$ cat src/rtl/mem_copy_pkg.sv
// -----------------------------------------------------------------------------
// mem_copy_pkg
// Shared types and helpers for the mem_copy_master block-copy engine.
//   state_e  : copy FSM states (IDLE, RD, WR, FIN)
//   dir_e    : cursor direction (ASC, DESC)
//   copy_dir : picks the copy order that keeps overlapping copies intact
// -----------------------------------------------------------------------------
package mem_copy_pkg;

    typedef enum logic [1:0] {
        IDLE = 2'd0,
        RD   = 2'd1,
        WR   = 2'd2,
        FIN  = 2'd3
    } state_e;

    typedef enum logic {
        ASC  = 1'b0,
        DESC = 1'b1
    } dir_e;

    // The destination start lies inside the not-yet-read part of the source
    // window when (dst - src) mod 2**depth < len; copying from the top end
    // down then reads every source word before it can be overwritten.
    function automatic dir_e copy_dir(input logic [31:0] src,
                                      input logic [31:0] dst,
                                      input logic [31:0] len,
                                      input int unsigned depth);
        logic [31:0] mask;
        logic [31:0] diff;
        mask = (32'd1 << depth) - 32'd1;
        diff = (dst - src) & mask;
        if ((dst != src) && (diff < len)) begin
            return DESC;
        end
        return ASC;
    endfunction

endpackage

$ cat src/rtl/mem_copy_master_if.sv
// -----------------------------------------------------------------------------
// mem_copy_master_if
// Single-port synchronous RAM port as seen by a copy initiator.
//   read      : read strobe, dataRead valid the following cycle
//   write     : write strobe, memory updated at the closing clock edge
//   addr      : word address (zero-extended)
//   dataWrite : write data
//   dataRead  : registered RAM output
// Modports: master (initiator side), slave (RAM side).
// -----------------------------------------------------------------------------
interface mem_copy_master_if;

    logic               read;
    logic               write;
    logic signed [31:0] addr;
    logic signed [31:0] dataWrite;
    logic signed [31:0] dataRead;

    modport master (
        output read,
        output write,
        output addr,
        output dataWrite,
        input  dataRead
    );

    modport slave (
        input  read,
        input  write,
        input  addr,
        input  dataWrite,
        output dataRead
    );

endinterface

$ cat src/rtl/mem_copy_addr_gen.sv
// -----------------------------------------------------------------------------
// mem_copy_addr_gen
// Source/destination cursors and remaining-word count for mem_copy_master.
//   clk, reset : clock, asynchronous active-low reset
//   load       : latch src/dst/len and choose direction
//   step       : advance both cursors one word, decrement count
//   src, dst   : first source / destination word address of the command
//   len        : word count (0 .. 2**data_depth)
//   src_cur    : current source cursor
//   dst_cur    : current destination cursor
//   last       : the word at the cursors is the final one of the command
// -----------------------------------------------------------------------------
module mem_copy_addr_gen
    import mem_copy_pkg::*;
#(
    parameter int data_depth = 4
) (
    input  logic                  clk,
    input  logic                  reset,
    input  logic                  load,
    input  logic                  step,
    input  logic [data_depth-1:0] src,
    input  logic [data_depth-1:0] dst,
    input  logic [data_depth:0]   len,
    output logic [data_depth-1:0] src_cur,
    output logic [data_depth-1:0] dst_cur,
    output logic                  last
);

    localparam logic [data_depth-1:0] ONE     = data_depth'(1);
    localparam logic [data_depth:0]   CNT_ONE = (data_depth+1)'(1);

    dir_e                  dir_q, dir_d;
    logic [data_depth-1:0] src_q, src_d;
    logic [data_depth-1:0] dst_q, dst_d;
    logic [data_depth:0]   cnt_q, cnt_d;
    logic [data_depth-1:0] span_m1;

    always_comb begin
        // len-1 taken modulo the RAM size; for a full-RAM copy this wraps
        // to all ones, which puts the descending start just below src.
        span_m1 = len[data_depth-1:0] - ONE;
        dir_d   = dir_q;
        src_d   = src_q;
        dst_d   = dst_q;
        cnt_d   = cnt_q;
        if (load) begin
            dir_d = copy_dir(32'(src), 32'(dst), 32'(len), data_depth);
            cnt_d = len;
            if (dir_d == DESC) begin
                src_d = src + span_m1;
                dst_d = dst + span_m1;
            end else begin
                src_d = src;
                dst_d = dst;
            end
        end else if (step) begin
            cnt_d = cnt_q - CNT_ONE;
            if (dir_q == DESC) begin
                src_d = src_q - ONE;
                dst_d = dst_q - ONE;
            end else begin
                src_d = src_q + ONE;
                dst_d = dst_q + ONE;
            end
        end
    end

    always_ff @(posedge clk or negedge reset) begin
        if (!reset) begin
            dir_q <= ASC;
            src_q <= '0;
            dst_q <= '0;
            cnt_q <= '0;
        end else begin
            dir_q <= dir_d;
            src_q <= src_d;
            dst_q <= dst_d;
            cnt_q <= cnt_d;
        end
    end

    assign src_cur = src_q;
    assign dst_cur = dst_q;
    assign last    = (cnt_q == CNT_ONE);

endmodule

$ cat src/rtl/mem_copy_master.sv
// -----------------------------------------------------------------------------
// mem_copy_master
// Overlap-safe block-copy initiator for a single-port synchronous RAM.
// Each word takes one RD cycle and one WR cycle; the write data is the RAM
// output register passed straight through during WR.
//   clk, reset : clock, asynchronous active-low reset
//   start      : command strobe, honoured only in IDLE
//   src, dst   : first source / destination word address
//   len        : word count (0 .. 2**data_depth)
//   busy       : copy in progress (cycle after start through last write)
//   done       : one-cycle completion pulse
//   ram        : RAM port (master modport)
// -----------------------------------------------------------------------------
module mem_copy_master
    import mem_copy_pkg::*;
#(
    parameter int data_depth = 4
) (
    input  logic                     clk,
    input  logic                     reset,
    input  logic                     start,
    input  logic [data_depth-1:0]    src,
    input  logic [data_depth-1:0]    dst,
    input  logic [data_depth:0]      len,
    output logic                     busy,
    output logic                     done,
    mem_copy_master_if.master        ram
);

    state_e                state_q, state_d;
    logic                  busy_q, busy_d;
    logic                  done_q, done_d;
    logic                  read_q, read_d;
    logic                  write_q, write_d;
    logic                  load;
    logic                  step;
    logic [data_depth-1:0] src_cur;
    logic [data_depth-1:0] dst_cur;
    logic                  last;
    logic [data_depth-1:0] addr_sel;

    mem_copy_addr_gen #(
        .data_depth (data_depth)
    ) u_addr_gen (
        .clk     (clk),
        .reset   (reset),
        .load    (load),
        .step    (step),
        .src     (src),
        .dst     (dst),
        .len     (len),
        .src_cur (src_cur),
        .dst_cur (dst_cur),
        .last    (last)
    );

    // Strobes and status are computed for the next state so that they come
    // straight out of flops alongside the state register.
    always_comb begin
        state_d = state_q;
        busy_d  = 1'b0;
        done_d  = 1'b0;
        read_d  = 1'b0;
        write_d = 1'b0;
        load    = 1'b0;
        step    = 1'b0;
        case (state_q)
            IDLE: begin
                if (start) begin
                    load = 1'b1;
                    if (len != '0) begin
                        state_d = RD;
                        busy_d  = 1'b1;
                        read_d  = 1'b1;
                    end else begin
                        state_d = FIN;
                        done_d  = 1'b1;
                    end
                end
            end
            RD: begin
                state_d = WR;
                busy_d  = 1'b1;
                write_d = 1'b1;
            end
            WR: begin
                step = 1'b1;
                if (!last) begin
                    state_d = RD;
                    busy_d  = 1'b1;
                    read_d  = 1'b1;
                end else begin
                    state_d = FIN;
                    done_d  = 1'b1;
                end
            end
            FIN: begin
                state_d = IDLE;
            end
            default: begin
                state_d = IDLE;
            end
        endcase
    end

    always_ff @(posedge clk or negedge reset) begin
        if (!reset) begin
            state_q <= IDLE;
            busy_q  <= 1'b0;
            done_q  <= 1'b0;
            read_q  <= 1'b0;
            write_q <= 1'b0;
        end else begin
            state_q <= state_d;
            busy_q  <= busy_d;
            done_q  <= done_d;
            read_q  <= read_d;
            write_q <= write_d;
        end
    end

    always_comb begin
        addr_sel = '0;
        if (read_q) begin
            addr_sel = src_cur;
        end else if (write_q) begin
            addr_sel = dst_cur;
        end
    end

    assign busy          = busy_q;
    assign done          = done_q;
    assign ram.read      = read_q;
    assign ram.write     = write_q;
    assign ram.addr      = {{(32-data_depth){1'b0}}, addr_sel};
    assign ram.dataWrite = write_q ? ram.dataRead : 32'sd0;

endmodule

$ cat src/flat_wrapper.sv
// flat-port wrapper written by rule: the top's interface ports become plain ports
module mem_copy_master_flat import mem_copy_pkg::*;
#(
    parameter int data_depth = 4
)
  (clk, reset, start, src, dst, len, busy, done, ram_read, ram_write, ram_addr, ram_dataWrite, ram_dataRead);
  mem_copy_master_if ram_i ();
  input  logic clk;
  input  logic reset;
  input  logic start;
  input  logic [data_depth-1:0] src;
  input  logic [data_depth-1:0] dst;
  input  logic [data_depth:0] len;
  output logic busy;
  output logic done;
  output wire logic [$bits(ram_i.read)-1:0] ram_read;
  output wire logic [$bits(ram_i.write)-1:0] ram_write;
  output wire logic [$bits(ram_i.addr)-1:0] ram_addr;
  output wire logic [$bits(ram_i.dataWrite)-1:0] ram_dataWrite;
  input wire logic [$bits(ram_i.dataRead)-1:0] ram_dataRead;
  assign ram_read = ram_i.read;
  assign ram_write = ram_i.write;
  assign ram_addr = ram_i.addr;
  assign ram_dataWrite = ram_i.dataWrite;
  assign ram_i.dataRead = ram_dataRead;
  mem_copy_master #(.data_depth(data_depth)) u_core (.clk(clk), .reset(reset), .start(start), .src(src), .dst(dst), .len(len), .busy(busy), .done(done), .ram(ram_i));
endmodule
$ cat config.mk
export PLATFORM = sky130hd
export DESIGN_NAME = mem_copy_master_flat
export DESIGN_NICKNAME = d
export VERILOG_FILES = /design/src/rtl/mem_copy_pkg.sv /design/src/rtl/mem_copy_master_if.sv /design/src/rtl/mem_copy_addr_gen.sv /design/src/rtl/mem_copy_master.sv /design/src/flat_wrapper.sv
export SDC_FILE = /design/constraint.sdc
export NUM_CORES = 1
export LEC_CHECK = 0
export CAP_MARGIN = 20
export CORE_MARGIN = 2
export CORE_UTILIZATION = 39
export DETAILED_ROUTE_END_ITERATION = 16
export GPL_TIMING_DRIVEN = 0
export PLACE_DENSITY = 0.84
export RECOVER_POWER = 25
export SLEW_MARGIN = 30
export SYNTH_ARGS = -nofsm -noshare
export SYNTH_HDL_FRONTEND = slang
export SYNTH_SLANG_ARGS = --single-unit
export TNS_END_PERCENT = 50
$ cat constraint.sdc
create_clock -name clk -period 1.96 [get_ports clk]
set_input_delay 0.294 -clock clk [delete_from_list [all_inputs] [get_ports clk]]
set_output_delay 0.294 -clock clk [all_outputs]
set_load 0.1 [all_outputs]
### Yosys cells after proc, flatten, opt, wreduce, memory -nomap -nowiden

Index checks and enable logic that the tools add are counted.

| operators by class | value |
|---|---|
| $add $sub $neg | 9 |
| order comparisons | 1 |
| equality and inequality tests | 6 |
| multiplexer cells | 35 |
| reduce and logical (&&, ||, !) cells | 4 |

Operator list:

| operator | number |
|---|---|
| $mux 4 | 10 |
| $mux 32 | 1 |
| $mux 1 | 15 |
| $sub 4x1->4 const B | 3 |
| $mux 5 | 2 |
| $add 4x1->4 const B | 2 |
| $add 4x4->4 | 2 |
| $pmux 2 s4 | 1 |
| $mux 2 | 3 |
| $eq 5x1->1 const B | 1 |
| $lt 4x5->1 | 1 |
| $reduce_bool 5->1 | 1 |
| $sub 5x1->5 const B | 1 |
| $eq 2x2->1 const B | 2 |
| $ne 4x4->1 | 1 |
| $pmux 1 s2 | 2 |
| $sub 4x4->4 | 1 |
| $pmux 1 s3 | 1 |
| $eq 2x1->1 const B | 1 |
| $logic_not 2->1 | 1 |
| $ne 2x2->1 const B | 1 |
| $reduce_bool 2->1 | 1 |
| $logic_and 1x1->1 | 1 |

| word-level totals | value |
|---|---|
| bits in registers | 20 |
| word-level logic and storage cells | 64 |

### Logic depth before layout (Yosys ltp)

| logic depth | value |
|---|---|
| word-level depth | 9 |
| gate-level depth with buffers | 14 |
| gate-level depth less buffers | 13 |

### Hierarchy

From an unflattened synthesis, not the netlist that was laid out.

| unflattened totals | value |
|---|---|
| cell total of the unflattened synthesis | 249 |
| area total of the unflattened synthesis | 2,158.3 µm² |

By module, submodules not included:

| module | instances | cells an instance | area each (µm²) |
|---|---|---|---|
| mem_copy_addr_gen | 1 | 153 | 1,398.8 |
| mem_copy_master | 1 | 96 | 759.5 |

### Worst setup path after synthesis

Ideal clock, no wire load.

| path | value |
|---|---|
| path kind | reg-to-output |
| from | reg u_core.write_q, in the netlist u_core.ram.write |
| to | out ram_addr[2] |
| data arrival time | 3.197 ns |
| setup slack | -1.531 ns |
| stages on the path, launching flop included | 3 |
| buffers on the path | 0 |
| path through | dfrtp_1 > nand2_1 > o21ai_0 |

| on the way | value |
|---|---|
| longest elaborated chain between the ends | 2 |

RTL lines:

| item | RTL line | RTL |
|---|---|---|
| start, declared | mem_copy_master.sv:34 | `logic write_q, write_d;` |
| start signal, assigned | mem_copy_master.sv:118 | `write_q <= write_d;` |
| $mux 4 | mem_copy_master.sv:126 | `end else if (write_q) begin` |
| $mux 4 | mem_copy_master.sv:124 | `if (read_q) begin` |
| end, declared | flat_wrapper.sv:18 | `output wire logic [$bits(ram_i.addr)-1:0] ram_addr;` |

No other way between the ends.

### Worst setup path in the final report

| path | value |
|---|---|
| from | in dst[0] |
| to | reg u_core.u_addr_gen.src_q[0], in the netlist u_core.u_addr_gen.src_cur[0] |

| on the way | value |
|---|---|
| longest elaborated chain between the ends | 9 |

RTL lines:

| item | RTL line | RTL |
|---|---|---|
| start, declared | flat_wrapper.sv:12 | `input logic [data_depth-1:0] dst;` |
| $sub 4x4->4 | mem_copy_pkg.sv:32 | `diff = (dst - src) & mask;` |
| $lt 4x5->1 | mem_copy_pkg.sv:33 | `if ((dst != src) && (diff < len)) begin` |
| $logic_and 1x1->1 (*) | mem_copy_pkg.sv:33 |  |
| $mux 1 (*) | mem_copy_pkg.sv:33 |  |
| $mux 1 (*) | mem_copy_addr_gen.sv:47 | `if (load) begin` |
| $mux 1 (*) | mem_copy_pkg.sv:36 | `return ASC;` |
| $mux 1 (*) | mem_copy_addr_gen.sv:47 |  |
| $mux 4 (*) | mem_copy_addr_gen.sv:50 | `if (dir_d == DESC) begin` |
| $mux 4 (*) | mem_copy_addr_gen.sv:47 |  |
| end signal, assigned | mem_copy_addr_gen.sv:77 | `src_q <= src_d;` |
| end, declared | mem_copy_addr_gen.sv:34 | `logic [data_depth-1:0] src_q, src_d;` |

Every way passes the cells marked *; elsewhere a longest branch is shown, timed or not. The select of a mux whose other input is x is not followed.
A chain may end at the register's enable or synchronous reset.

==> flow_metrics.env <==
export IMPL_cp_num_buf_inv=4
export IMPL_slew_viol_final=0
export IMPL_slowest_delay_ns=0.36
export IMPL_synth_top_area_share_pct=24.7
export IMPL_pwr_share_comb_pct=73.2
export IMPL_fin_tns_setup_ns=-2.94
export IMPL_numCtsBuffers=3
export IMPL_dr_pass1_iters=4
export IMPL_switchingPower_mw=2.74
export IMPL_synth_area_per_cell_um2=8.67
export IMPL_worst_pin_slew_ns=1.06
export IMPL_setup_viol=9
export IMPL_cp_top_family="adder cells"
export IMPL_cp_arrival_ns=2.46
export IMPL_fin_crit_sh_pct=119
export IMPL_cts_root_buf="clkbuf_8"
export IMPL_max_freq_mhz=427
export IMPL_p_clk_share_pct=9.0
export IMPL_dr_total_vias=1985
export IMPL_hold_class="in -> reg"
export IMPL_cpMaxStageDelayCell="fa_2"
export IMPL_post_place_ws_ns=-1.19
export IMPL_cts_sinks=20
export IMPL_final_nets=431
export IMPL_async_flop_share_pct=100
export IMPL_port_buffers=87
export IMPL_layout_setup_ws_ns=-0.380
export IMPL_drive_gt1_share_pct=38.1
export IMPL_seqPwrFrac_pct=17.8
export IMPL_gr_total_overflow=0
export IMPL_crit_fanout=5
export IMPL_dieArea_um2=5800
export IMPL_ys_flop_type="dfrtp_1"
export IMPL_core_um2=5070
export IMPL_synth_warnings=0
export IMPL_seqCellArea_um2=502
export IMPL_n_antenna_cell=0
export IMPL_grt_pass1_wl_um=9650
export IMPL_clockBufferDepth=2
export IMPL_relSlewSlack_pct=29.1
export IMPL_routedWlPerCell_um=13.6
export IMPL_clk_pin_slew_worst_paths_ns=0.07
export IMPL_period_needed_ns=2.34
export IMPL_multi_input_area_um2=1440
export IMPL_gp_congestion=0.827
export IMPL_drc=0
export IMPL_grt_antenna_before_repair=0
export IMPL_intPower_mw=1.84
export IMPL_dpl_cell_count=418
export IMPL_synthesis_instances=234
export IMPL_dieWidth_um=76.1
export IMPL_crit_chain="buf_12 -> inv_12 -> ha_4 -> inv_4 -> fa_2 -> xor2_2 -> ha_1 -> a21o_1 -> a31oi_1 -> o31a_2 -> buf_6 -> mux2i_2 -> o221ai_1"
export IMPL_end_kind="flip-flop"
export IMPL_first_global_vias=1995
export IMPL_status="finished with violations"
export IMPL_startpoint_type="primary input"
export IMPL_ios=116
export IMPL_skew_ns=0.00835
export IMPL_layoutNonFillerInstCount=427
export IMPL_violations="negative setup slack"
export IMPL_fill_cells=463
export IMPL_ant_nets=0
export IMPL_drtIter0Drc=58
export IMPL_post_drt_via_cell_ratio=4.65
export IMPL_ys_seq_elements=20
export IMPL_track_usage_pct=20.4
export IMPL_area_growth_pct=58.7
export IMPL_setup_worst_path_class="in -> reg"
export IMPL_synth_edf_count=0
export IMPL_synthTopCellsByArea="dfrtp_1 25%, ha_1 12%, buf_4 10%"
export IMPL_yosysUniqueCellTypes=41
export IMPL_seq_area_frac_synth_pct=24.7
export IMPL_grt_setup_unrepaired="yes"
export IMPL_start_util_pct=40.0
export IMPL_switching_share_pct=59.8
export IMPL_power_density_nw_per_um2=1420
export IMPL_hold_ws_ns=0.432
export IMPL_synth_area_um2=2030
export IMPL_synth_area_leader_cell="dfrtp_1"
export IMPL_drv_cap=0
export IMPL_grt_max_degree=21
export IMPL_worst_ep_required_time_ns=2.08
export IMPL_num_rows=26
export IMPL_vdd_ir_drop_max_mv=0.612
export IMPL_clock_latency_ns=0.26
export IMPL_dp_hpwl_um=4880
export IMPL_drt_wl_total_um=5830
export IMPL_p_leak_nw=1.63
export IMPL_cts_tree="done"
export IMPL_htreeDepth=1
export IMPL_die_h_um=76.1
export IMPL_finalHoldViolCount=0
## Yosys cell counts, drive strengths merged (2+ instances only)
master / instances
and2: 32
buf: 30
dfrtp: 20
ha: 20
nand2: 20
inv: 19
o21ai: 10
xnor2: 10
a21oi: 9
a21o: 6
xor2: 6
fa: 5
nor2: 5
clkbuf: 4
a22o: 3
a22oi: 3
mux2i: 3
o211ai: 3
a222oi: 2
nand2b: 2
nand3: 2
nor2b: 2
nor3: 2
o221ai: 2
o22ai: 2
## final cells by class
class	count	area share, %
Multi-Input combinational cell	188	44.8
Timing Repair Buffer	92	24.5
Clock inverter	1	0.932
Tap cell	70	2.72
Buffer	34	7.50
Inverter	19	2.68
Clock buffer	3	1.28
Sequential cell	20	15.6
## kinds of logic after synthesis
logic type	synth area share, %
simple gates	18.5
xor+xnor	6.90
mux	1.48
buf+inv	15.4
flops	24.7
fa+ha+maj	17.3
other cells	0.185
compound gates	15.6
## cells in the final DEF, fill, tap and decap left out, drive strengths merged, types with 2 or more instances in the layout
cell / synthesis / routed
nor2b: 2 / 2
nand2b: 2 / 2
xnor2: 10 / 10
mux2i: 3 / 3
inv: 19 / 19
a22oi: 3 / 3
a21oi: 9 / 9
dlygate4sd2: 0 / 6
o21ai: 10 / 10
a21o: 6 / 6
xor2: 6 / 6
nand3: 2 / 2
o211ai: 3 / 3
nor3: 2 / 2
clkdlybuf4s50: 0 / 38
ha: 20 / 20
conb: 1 / 28
a222oi: 2 / 2
nor2: 5 / 5
fa: 5 / 5
o22ai: 2 / 2
clkdlybuf4s15: 0 / 4
dfrtp: 20 / 20
clkbuf: 4 / 30
and2: 32 / 32
nand2: 20 / 20
buf: 30 / 49
a22o: 3 / 3
o221ai: 2 / 2
## state kept, by name, summed over array words and instances, names as in the netlist
name                       flops
u_core.ram.write               1
u_core.u_addr_gen.dst_cur      4
u_core.state_q                 2
u_core.ram.read                1
u_core.done                    1
u_core.u_addr_gen.cnt_q        5
u_core.busy                    1
u_core.u_addr_gen.dir_q        1
u_core.u_addr_gen.src_cur      4
## path summary, 6_finish.rpt
kind	end	from	cells past startpoint	slack, ns
max in group asynchronous	u_core.ram.write	reset	2	0.51
min reg2reg	u_core.u_addr_gen.cnt_q[3]	u_core.u_addr_gen.cnt_q[3]	1	0.56
max reg2reg	u_core.u_addr_gen.cnt_q[4]	u_core.state_q[1]	5	0.29
max	u_core.u_addr_gen.src_cur[0]	dst[0]	13	-0.38
min	u_core.u_addr_gen.src_cur[0]	src[0]	3	0.43
min in group asynchronous	u_core.state_q[1]	reset	2	0.75
## per-stage QoR
step | instance area [µm²] | utilization [%] | power [mW]
6_report | 3220 | 63.5 | 4.58
3_5_place_dp | 3170 | 62.4 | 4.23
3_3_place_gp | 3170 | 62.4 | 4.15
4_1_cts | 3130 | 61.8 | 4.53
5_1_grt | 3220 | 63.5 | 4.85
2_1_floorplan | 2210 | - | 3.48
## routing by layer
metal	vias to the layer above	global-route usage (%)	part of all wire [%]	wire (µm)
met2	95	38.6	52	3010
li1	976	-	-	-
met5	-	0	0	0
met1	908	23.4	40	2340
met3	6	4.15	6.9	403
met4	0	5.27	1.4	82
## worst min-delay path: cells and delay by family
| family | cells | cell delay, ns |
|---|---|---|
| compound gates | 1 | 0.14 |
| buf+inv | 1 | 0.13 |
| mux | 1 | 0.08 |
## power by group through the flow
stage	registers, mW	clock network, mW	logic (mW)
final	0.813	0.411	3.35
after floorplan	0.979	0	2.50
after detailed placement	0.814	0	3.42
after CTS	0.810	0.410	3.31
after global routing	0.845	0.436	3.57
after global placement	0.800	0	3.35
## repair_timing
action | CTS | global route
pin swaps | 6 | 5
endpoints found under the setup margin | 49 | 35
hold endpoints to repair | 0 | 12
gates cloned | 1 | 0
setup buffers | 3 | 0
gates resized for setup | 210 | 35
hold buffers | 0 | 1
Power figures use the tool's default switching activity.
